[config.mk]
export PLATFORM = sky130hd
export DESIGN_NAME = nco_tune_ctrl
export DESIGN_NICKNAME = d
export VERILOG_FILES = /design/src/rtl/nco_tune_ctrl.sv
export SDC_FILE = /design/constraint.sdc
export NUM_CORES = 1
export LEC_CHECK = 0
export ABC_CLOCK_PERIOD_IN_PS = 7600
export BUFFER_PORTS_ARGS = -buffer_cell sky130_fd_sc_hd__buf_4
export CORE_AREA = 2 2 114 116
export DETAILED_ROUTE_END_ITERATION = 10
export DIE_AREA = 0 0 116 118
export PLACE_DENSITY = 0.76
export SKIP_CTS_REPAIR_TIMING = 1
export SYNTH_ARGS = -nofsm -noshare
export SYNTH_HDL_FRONTEND = slang
export SYNTH_SLANG_ARGS = --single-unit
[constraint.sdc]
create_clock -name clk -period 7.6 [get_ports clk]
set_input_delay 0.38 -clock clk [delete_from_list [all_inputs] [get_ports clk]]
set_output_delay 0.38 -clock clk [all_outputs]
set_load 0.05 [all_outputs]
[src/rtl/nco_tune_ctrl.sv]
// NCO tuning controller: owns the NCO phase increment and clock enable, applying
// host frequency words directly or as a clamped linear sweep, then flags settling.
module nco_tune_ctrl #(
  parameter int unsigned APR     = 22,
  parameter int unsigned NCO_LAT = 10,
  parameter int unsigned LAT_W   = 4
) (
  input  logic           clk,
  input  logic           reset_n,
  input  logic           enable,
  input  logic           sample_tick,
  input  logic           cfg_valid,
  output logic           cfg_ready,
  input  logic [APR-1:0] cfg_target,
  input  logic [APR-1:0] cfg_step,
  input  logic           cfg_sweep,
  output logic [APR-1:0] phi_inc_o,
  output logic           clken_o,
  output logic           busy_o,
  output logic           settled_o
);

  typedef enum logic [1:0] {
    S_IDLE,
    S_LOAD,
    S_SWEEP,
    S_SETTLE
  } state_t;

  localparam logic [LAT_W-1:0] LAST_CNT = LAT_W'(NCO_LAT - 1);

  state_t           r_state;
  state_t           w_state_nxt;
  logic [APR-1:0]   r_phi;
  logic [APR-1:0]   r_target;
  logic [APR-1:0]   r_step;
  logic [APR-1:0]   w_phi_nxt;
  logic [APR-1:0]   w_target_nxt;
  logic [APR-1:0]   w_step_nxt;
  logic [LAT_W-1:0] r_cnt;
  logic [LAT_W-1:0] w_cnt_nxt;
  logic             r_clken;
  logic             r_settled;
  logic             w_settled_nxt;
  logic             w_tick;
  logic             w_xfer;
  logic             w_up;
  logic [APR:0]     w_diff;

  assign w_tick    = enable & sample_tick;
  assign cfg_ready = (r_state == S_IDLE) || (r_state == S_SETTLE);
  assign w_xfer    = cfg_valid & cfg_ready;

  // Distance to target in APR+1 bits so the clamp test cannot wrap.
  assign w_up   = r_target > r_phi;
  assign w_diff = w_up ? ({1'b0, r_target} - {1'b0, r_phi})
                       : ({1'b0, r_phi} - {1'b0, r_target});

  always_ff @(posedge clk or negedge reset_n) begin
    if (!reset_n) begin
      r_state <= S_IDLE;
    end else begin
      r_state <= w_state_nxt;
    end
  end

  always_comb begin
    w_state_nxt   = r_state;
    w_phi_nxt     = r_phi;
    w_target_nxt  = r_target;
    w_step_nxt    = r_step;
    w_cnt_nxt     = r_cnt;
    w_settled_nxt = r_settled;
    // A transfer takes priority over a coincident tick.
    if (w_xfer) begin
      w_target_nxt  = cfg_target;
      w_step_nxt    = cfg_step;
      w_settled_nxt = 1'b0;
      w_state_nxt   = (cfg_sweep && (cfg_step != '0)) ? S_SWEEP : S_LOAD;
    end else if (w_tick) begin
      case (r_state)
        S_LOAD: begin
          w_phi_nxt   = r_target;
          w_cnt_nxt   = '0;
          w_state_nxt = S_SETTLE;
        end
        S_SWEEP: begin
          if (w_diff <= {1'b0, r_step}) begin
            w_phi_nxt   = r_target;
            w_cnt_nxt   = '0;
            w_state_nxt = S_SETTLE;
          end else if (w_up) begin
            w_phi_nxt = r_phi + r_step;
          end else begin
            w_phi_nxt = r_phi - r_step;
          end
        end
        S_SETTLE: begin
          w_cnt_nxt = r_cnt + 1'b1;
          if (r_cnt == LAST_CNT) begin
            w_settled_nxt = 1'b1;
            w_state_nxt   = S_IDLE;
          end
        end
        default: ;
      endcase
    end
  end

  always_ff @(posedge clk or negedge reset_n) begin
    if (!reset_n) begin
      r_phi     <= '0;
      r_target  <= '0;
      r_step    <= '0;
      r_cnt     <= '0;
      r_clken   <= 1'b0;
      r_settled <= 1'b0;
    end else begin
      r_phi     <= w_phi_nxt;
      r_target  <= w_target_nxt;
      r_step    <= w_step_nxt;
      r_cnt     <= w_cnt_nxt;
      r_clken   <= w_tick;
      r_settled <= w_settled_nxt;
    end
  end

  assign phi_inc_o = r_phi;
  assign clken_o   = r_clken;
  assign busy_o    = (r_state == S_SWEEP);
  assign settled_o = r_settled;

endmodule
### Word level (Yosys, flattened, before mapping)

Cells that the tools add are included.

| operators by class | value |
|---|---|
| bitwise logic cells | 3 |
| $add $sub $neg | 5 |
| equal/unequal tests | 7 |
| reduce and logical (&&, ||, !) cells | 14 |
| magnitude comparators | 2 |
| mux-type cells | 16 |

Operators by type and width:

| cell | number |
|---|---|
| subtractor 22 x 22 -> 23 bit | 2 |
| two-way mux 22 bit | 2 |
| case mux 22 bit (2 select lines) | 1 |
| less-or-equal comparator 23 x 22 -> 1 bit | 1 |
| two-way mux 23 bit | 1 |
| adder 22 bit | 1 |
| greater-than comparator 22 bit | 1 |
| nonzero test 22 bit | 1 |
| subtractor 22 bit | 1 |
| case mux 4 bit (3 select lines) | 1 |
| two-way mux 2 bit | 5 |
| AND reduction 4 bit | 2 |
| nonzero test 2 bit | 4 |
| case mux 2 bit (3 select lines) | 1 |
| AND reduction 3 bit | 2 |
| adder 4 x 1 -> 4 bit, second input constant | 1 |
| == test 2 bit, second input constant | 2 |
| == test 4 bit, second input constant | 1 |
| two-way mux 1 bit | 4 |
| two-way mux 4 bit | 1 |
| nonzero test 4 bit | 1 |
| inequality test 3 x 1 -> 1 bit, second input constant | 1 |
| inequality test 3 x 2 -> 1 bit, second input constant | 1 |
| nonzero test 3 bit | 1 |
| other kinds (7) | 8 |

| word-level totals | value |
|---|---|
| input port bits | 50 |
| flip-flop bits (word level) | 74 |
| logic and storage cells | 54 |

### Logic depth before layout (Yosys ltp)

Gate-level depths: netlist of run 1.

| logic depth | value |
|---|---|
| depth in word-level cells | 7 |
| gate-level depth with buffers | 26 |

### Worst setup path after synthesis of run 1

OpenSTA, ideal clock, no wires.

| timing | value |
|---|---|
| path type | register to register |
| from | reg r_phi[10], in the netlist phi_inc_o[10] |
| to | reg r_cnt[3] |
| cell stages (with the launch flop) | 27 |
| data required time | 7.531 ns |
| slack | 1.852 ns |
| buffers on the path | 4 |
| arrival | 5.679 ns |
| cells stage by stage | dfrtp_1 inv_1 ha_1 buf_2 and4_1 nand2_1 or4_4 a2bb2oi_1 and2_1 buf_2 clkbuf_1 or2_0 o221ai_1 nor3b_1 a21oi_1 xnor2_1 ha_1 a21o_1 a21o_1 a21oi_1 o21ai_0 o21ai_1 a31oi_4 or3_1 buf_2 or4b_1 nand3_1 |

| on the way | value |
|---|---|
| word-level cells in the longest chain between the ends | 5 |
| elaborated cells on any way between the ends | 7 |
| classes of those cells | 2 x add/sub; 2 x order compare; 1 x eq/ne; 1 x mux; 1 x reduce/logical |

RTL lines:

| what | line | RTL |
|---|---|---|
| start: declaration | 34 | `logic [APR-1:0] r_phi;` |
| start signal: assignment | 119 | `r_phi <= w_phi_nxt;` |
| subtractor 22 x 22 -> 23 bit, or another cell as far along | 57 | `: ({1'b0, r_phi} - {1'b0, r_target});` |
| two-way mux 23 bit (*) | 56 | `assign w_diff = w_up ? ({1'b0, r_target} - {1'b0, r_phi})` |
| less-or-equal comparator 23 x 22 -> 1 bit (*) | 88 | `if (w_diff <= {1'b0, r_step}) begin` |
| inequality test 2 x 1 -> 1 bit (no line) (*) | - |  |
| AND reduction 4 bit (no line) (*) | - |  |
| end signal: assignment | 122 | `r_cnt <= w_cnt_nxt;` |
| end: declaration | 40 | `logic [LAT_W-1:0] r_cnt;` |

Every way passes the cells marked *; elsewhere a longest branch is shown, timed or not.
A chain may end at the register's enable or synchronous reset.

### Final worst setup path of run 1

| timing | value |
|---|---|
| from | reg r_phi[17], in the netlist phi_inc_o[17] |
| to | reg r_cnt[3] |

The elaborated chain is that of the path after synthesis.

==> flow_summary.toml, run 1 <==
[run_status]
outcome = "completed"

[worst_setup_path]
path_class = "reg2reg"
r2r_cells = 22
endpoint_kind = "register"
worst-endpoint-required_ns = 7.89
path_max_fanout = 24
cp-endpoint = "r_cnt[3]"
critPathLaunch = "phi_inc_o[17]"
critPathLaunchType = "register"
arrival_ns = 6.71
r2r_setup_slack_ns = 1.18
r2r-start = "phi_inc_o[17]"
reg2reg_to = "r_cnt[3]"

[layout]
area_growth_syn_to_layout_pct = 13.22
final_cells = 1152
final_nets = 1123
ff_latch_area_um2 = 1852
multiInputGateArea_um2 = 4985
n_fill_cell = 1076
post-route-util_pct = 66.83
antenna_cells = 0
drive_gt1_share_pct = 10.71

[drt]
vias_per_cell = 5.836
drc = 0
drt-total-wl_um = 19030
ant_nets = 0
first_iter_violations = 495
num_vias = 6723
wl_per_cell_um = 16.52
drtPass1Iterations = 5

[flow_run]
cap_violations = 0

[global_routing]
grt_overflow = 0
grt_use_met3_pct = 2.987
grt.busiest_layer = "met1"
grt_max_degree = 75
grt_pass1_vias = 6294
grt_pass1_wl_um = 31680
met2_usage_pct = 43.49
antenna_found_initial = 0
globalRouteMet1Util_pct = 43.78
grt.total_usage_pct = 29.08

[yosys]
synth_warnings = 0
synthTopCellsByArea = "dfrtp_1 25%, ha_1 16%, nand2_1 5.6%"
netlist.area_leader.share_pct = 25.27
synth-main-ff-cell = "dfrtp_1"
yosysTopAreaCell = "dfrtp_1"
synth_edf_count = 0
async_reset_ff_share_pct = 100.0
synth_seq_area_share_pct = 25.27
synth.cell_area_um2 = 7328
synthCells = 932
syn_area_per_cell_um2 = 7.863
synthesis.nets = 1080
synth.distinct_cells = 64
ys_ff_latch = 74

[clocking]
cts_root_buffer = "clkbuf_16"
cts_htree_levels = 3
cts_buffers = 9
cts_tree = "yes"
clk-insertion-delay-late_ns = 0.35
clockBufferDepth = 2
clk_pin_slew_ns = 0.06
cts.sinks = 74

[place]
gp_congestion = 0.9431
dp.cells = 1136
hpwl_um = 14480
portBuffers = 75

[timing]
hold_viol = 0
slew_violations = 0
fmax_mhz = 155.8
slew_headroom_pct = 37.99
grt_setup_unrepaired = "false"
clock_skew_ns = 0.008008
setup_violations = 0
finalSetupTns_ns = 0
fin_crit_ns = 6.418
tightest_slew_ns = 0.9302
post-route-period-util_pct = 84.45

[floorplan]
die_area_um2 = 13690
start_util_pct = 59.03
core_area_um2 = 12410
die_w_um = 116
io_pins = 76
std_cell_rows = 41
die_h_um = 118

[worst_hold_path]
hold_class = "in2async"
cell usage after synthesis, types with 6 or more instances:
cell type	instances
xnor2_1	43
o21ai_0	75
o21ai_1	22
buf_2	15
a211oi_1	8
a31oi_1	10
o21bai_1	8
a21o_1	37
nand2_1	109
ha_1	95
nand4_1	18
nand2b_1	8
a21oi_1	80
clkbuf_1	26
dfrtp_1	74
nor2_1	52
nor2b_1	13
nor3_1	6
xor2_1	15
inv_1	80
nand3_1	23
mux2i_1	11
o21a_1	11
cell type report:
| type | instances | area share [%] |
|---|---|---|
| multi-input combinational | 731 | 60.08 |
| sequential | 74 | 22.32 |
| tap | 172 | 2.594 |
| clock inverter | 6 | 1.357 |
| clock buffer | 10 | 2.880 |
| inverter | 80 | 3.619 |
| timing repair buffer | 79 | 7.148 |
state kept, by name (all words and copies together), names as in the netlist:
register	flops
clken_o	1
settled_o	1
phi_inc_o	22
r_target	22
r_step	22
r_state	2
r_cnt	4
cells by family after synthesis:
| kind of cell | after synthesis | share of synthesized area, % |
|---|---|---|
| xor+xnor | 58 | 6.932 |
| flops | 74 | 25.27 |
| compound gates | 295 | 24.93 |
| simple gates | 268 | 17.36 |
| mux | 12 | 1.656 |
| buf+inv | 127 | 6.812 |
| fa+ha+maj | 98 | 17.04 |
critical path, cell delays in order (launching register included):
cell and delay [ns]:
dfrtp_1 0.42, inv_1 0.06, ha_1 0.53, nand4_1 0.22
or2_1 0.31, a2111o_1 0.32, nand3_2 0.13, and2_1 0.74
buf_4 0.37, mux2_2 0.36, nand2_1 0.06, nand3_1 0.10
a2111o_1 0.35, and4_1 0.19, ha_1 0.29, a21o_1 0.16
a21oi_1 0.13, o21ai_0 0.09, o21ai_1 0.27, a31oi_4 0.12
or3_1 0.48, or4b_1 0.54, nand3_1 0.10
per-layer routing:
layer / wire, µm / vias to the layer above
li1: - / 3352
met1: 9294 / 3113
met5: 0 / -
met4: 396 / 0
met2: 8324 / 232
met3: 1011 / 26
stage by stage:
step           cell area (µm²)  worst slack, ns  hold slack, ns
2_1_floorplan             7328            1.852         0.08441
3_3_place_gp              7945            1.440          0.4897
3_5_place_dp              7945            1.254          0.4952
4_1_cts                   8297            1.224          0.2103
5_1_grt                   8297           0.8474          0.2357
6_report                  8297            1.182          0.1588
cell usage in the layout (no fill, tap or decap), types with 12 or more instances in the layout:
| master | instances |
|---|---|
| a21o_1 | 37 |
| a21oi_1 | 80 |
| buf_4 | 79 |
| dfrtp_1 | 74 |
| ha_1 | 95 |
| inv_1 | 80 |
| nand2_1 | 109 |
| nand3_1 | 23 |
| nand4_1 | 18 |
| nor2_1 | 52 |
| nor2b_1 | 12 |
| o21ai_0 | 75 |
| o21ai_1 | 22 |
| xnor2_1 | 43 |
| xor2_1 | 15 |
worst min-delay path by stage:
stage	from	to
finish	reset_n	phi_inc_o[1]
global placement	settled_o	settled_o
floorplan	reset_n	clken_o
CTS	reset_n	phi_inc_o[1]
global route	cfg_target[2]	r_target[2]
detailed placement	settled_o	settled_o
Power of run 1 is left out: the tool's default activity adds up to more than one toggle a clock period on the data nets, which glitch-free logic cannot reach.
==> run 2, diff against run 1 <==
==> config.mk (replaced) <==
export PLATFORM = sky130hd
export DESIGN_NAME = nco_tune_ctrl
export DESIGN_NICKNAME = d
export VERILOG_FILES = /design/src/rtl/nco_tune_ctrl.sv
export SDC_FILE = /design/constraint.sdc
export NUM_CORES = 1
export LEC_CHECK = 0
export ABC_AREA = 1
export ABC_CLOCK_PERIOD_IN_PS = 6150
export BUFFER_PORTS_ARGS = -buffer_cell sky130_fd_sc_hd__buf_4
export CORE_AREA = 2 2 120 122
export DETAILED_ROUTE_END_ITERATION = 10
export DIE_AREA = 0 0 122 124
export PLACE_DENSITY = 0.75
export SKIP_CTS_REPAIR_TIMING = 1
export SYNTH_ARGS = -nofsm -noshare
export SYNTH_HDL_FRONTEND = slang
export SYNTH_SLANG_ARGS = --single-unit
==> constraint.sdc (replaced) <==
create_clock -name clk -period 6.15 [get_ports clk]
set_input_delay 0.3075 -clock clk [delete_from_list [all_inputs] [get_ports clk]]
set_output_delay 0.3075 -clock clk [all_outputs]
set_load 0.05 [all_outputs]
==> run 2 against run 1 <==
Effect of this change:
- synthesized cell count up 34%
- register-to-register slack worse by 0.31 ns
- hold slack worse by 0.050 ns
- first-iteration DRC count up 95%
- routed wire length up 43%
- via count up 28%
- flip-flop and latch count unchanged
- non-clock buffer count down 2
- final cell count up 30%
- cell area up 10%
==> flow_summary.toml, run 2 <==
[worst_setup_path]
path_class = "reg2reg"
critPathLaunchType = "register"
r2r_cells = 29
slowest_delay_ns = 0.55
reg2reg_to = "phi_inc_o[18]"
path_max_fanout = 37
path_common_cell = "nand2_1"
arrival_ns = 5.51
endpoint_kind = "register"
r2r-start = "phi_inc_o[7]"
cp_slowest_cell = "dfrtp_1"
worst-endpoint-required_ns = 6.38
r2r_setup_slack_ns = 0.87

[clocking]
cts_buffers = 9
clockBufferDepth = 2
cts_htree_levels = 3
cts_tree = "yes"
clk-insertion-delay-late_ns = 0.35
clk_pin_slew_ns = 0.06
cts_root_buffer = "clkbuf_16"
cts.sinks = 74

[floorplan]
start_util_pct = 59.32
die_w_um = 122
die_area_um2 = 15130
std_cell_rows = 43
die_h_um = 124
io_pins = 76
core_area_um2 = 13720

[timing]
hold_viol = 0
post-route-period-util_pct = 85.85
slew_headroom_pct = 22.96
slew_violations = 0
fmax_mhz = 189.4
fin_crit_ns = 5.280
finalSetupTns_ns = 0
setup_violations = 0
clock_skew_ns = 0.006163
grt_setup_unrepaired = "false"
tightest_slew_ns = 1.156

[yosys]
synth.cell_area_um2 = 8138
synthTopCellsByArea = "dfrtp_1 23%, nand2_1 16%, ha_1 15%"
synth_warnings = 0
syn_area_per_cell_um2 = 6.500
synth-main-ff-cell = "dfrtp_1"
synth.most_common_cell = "nand2_1"
synth_edf_count = 0
synthCells = 1252
netlist.area_leader.share_pct = 22.76
synthesis.nets = 1400
ys_ff_latch = 74
synth.distinct_cells = 39
synth_common_cells = "355 x nand2_1, 181 x inv_1, 99 x o21ai_0"
async_reset_ff_share_pct = 100.0
synth_seq_area_share_pct = 22.76
yosysTopAreaCell = "dfrtp_1"

[place]
dp.cells = 1481
gp_congestion = 0.9968
hpwl_um = 21480
portBuffers = 75
placedInstanceArea_um2 = 8800

[layout]
n_fill_cell = 1331
ff_latch_area_um2 = 1852
final_common_cell = "nand2_1"
drive_gt1_share_pct = 8.739
final_cells = 1496
multiInputGateArea_um2 = 5429
layout_common_cells = "355 x nand2_1, 181 x inv_1, 99 x o21ai_0"
antenna_cells = 0
finalInstanceArea_um2 = 9133
area_growth_syn_to_layout_pct = 12.22
final_nets = 1460

[global_routing]
grt_overflow = 0
grt_pass1_vias = 8154
grt_pass1_wl_um = 42350
grt.total_usage_pct = 36.95
antenna_found_initial = 0
grt_max_degree = 75

[flow_run]
cap_violations = 0

[worst_hold_path]
hold_class = "in2async"

[drt]
drc = 0
ant_nets = 0
vias_per_cell = 5.735
drt-total-wl_um = 27290
drtPass1Iterations = 7
wl_per_cell_um = 18.24
first_iter_violations = 967
num_vias = 8580

[run_status]
outcome = "completed"
-- run 2: cell types whose count changed after synthesis, sizes merged, moves of 13 or more --
cell | previous run | this run
nor2b | 13 | 0
nand2 | 110 | 362
xor2 | 15 | 45
nand3 | 24 | 88
xnor2 | 43 | 16
a21o | 37 | 5
inv | 80 | 189
nor2 | 52 | 84
-- run 2: critical path, delay by kind of cell (launching register included) --
| kind | cells | cell delay, ns |
|---|---|---|
| compound gates | 2 | 0.60 |
| xor+xnor | 1 | 0.22 |
| fa+ha+maj | 2 | 0.74 |
| buf+inv | 4 | 0.47 |
| flops | 1 | 0.55 |
| simple gates | 20 | 2.54 |
-- run 2: layout make-up --
type / instances / area share (%)
clock buffers: 10 / 2.507
clock inverters: 5 / 1.137
inverters: 190 / 7.837
well taps: 180 / 2.466
multi-input cells: 960 / 59.45
flip-flops and latches: 74 / 20.28
repair buffers: 77 / 6.330
-- run 2: worst max path at each step --
| stage | from | endpoint | slack [ns] | cells past startpoint |
|---|---|---|---|---|
| 5_1_grt | phi_inc_o[7] | r_cnt[2] | 0.52 | 27 |
| 2_1_floorplan | phi_inc_o[9] | phi_inc_o[14] | 2.03 | 23 |
| 3_3_place_gp | phi_inc_o[4] | r_cnt[0] | 1.11 | 29 |
| 4_1_cts | phi_inc_o[4] | r_cnt[2] | 1.07 | 29 |
| 3_5_place_dp | phi_inc_o[7] | r_cnt[2] | 1.09 | 29 |
| 6_report | phi_inc_o[7] | phi_inc_o[18] | 0.87 | 29 |
-- run 2: metal layers --
metal / vias up / part of all wire [%] / track usage [%]
li1: 4166 / - / -
met1: 3974 / 44 / 49.64
met2: 386 / 46 / 60.72
met3: 54 / 8.0 / 6.685
met4: 0 / 2.5 / 11.35
met5: - / 0 / 0
-- run 2: cells by family after synthesis --
logic type	count (synthesis)	synth area share [%]
buffers and inverters	218	10.53
AO/OA/AOI/OAI	230	15.21
multiplexers	2	0.2460
AND/OR/NAND/NOR	569	29.35
adder cells (fa/ha/maj)	98	15.34
XOR/XNOR	61	6.565
flip-flops	74	22.76
-- run 2: through the flow --
stage	worst slack [ns]	utilization (%)	hold WS, ns
4_1_cts	1.069	66.57	0.1483
2_1_floorplan	2.030	-	0.01191
3_3_place_gp	1.106	64.14	0.5132
3_5_place_dp	1.090	64.14	0.5194
6_report	0.8704	66.57	0.1087
5_1_grt	0.5160	66.57	0.1584
Power of run 2 is left out for the same reason.
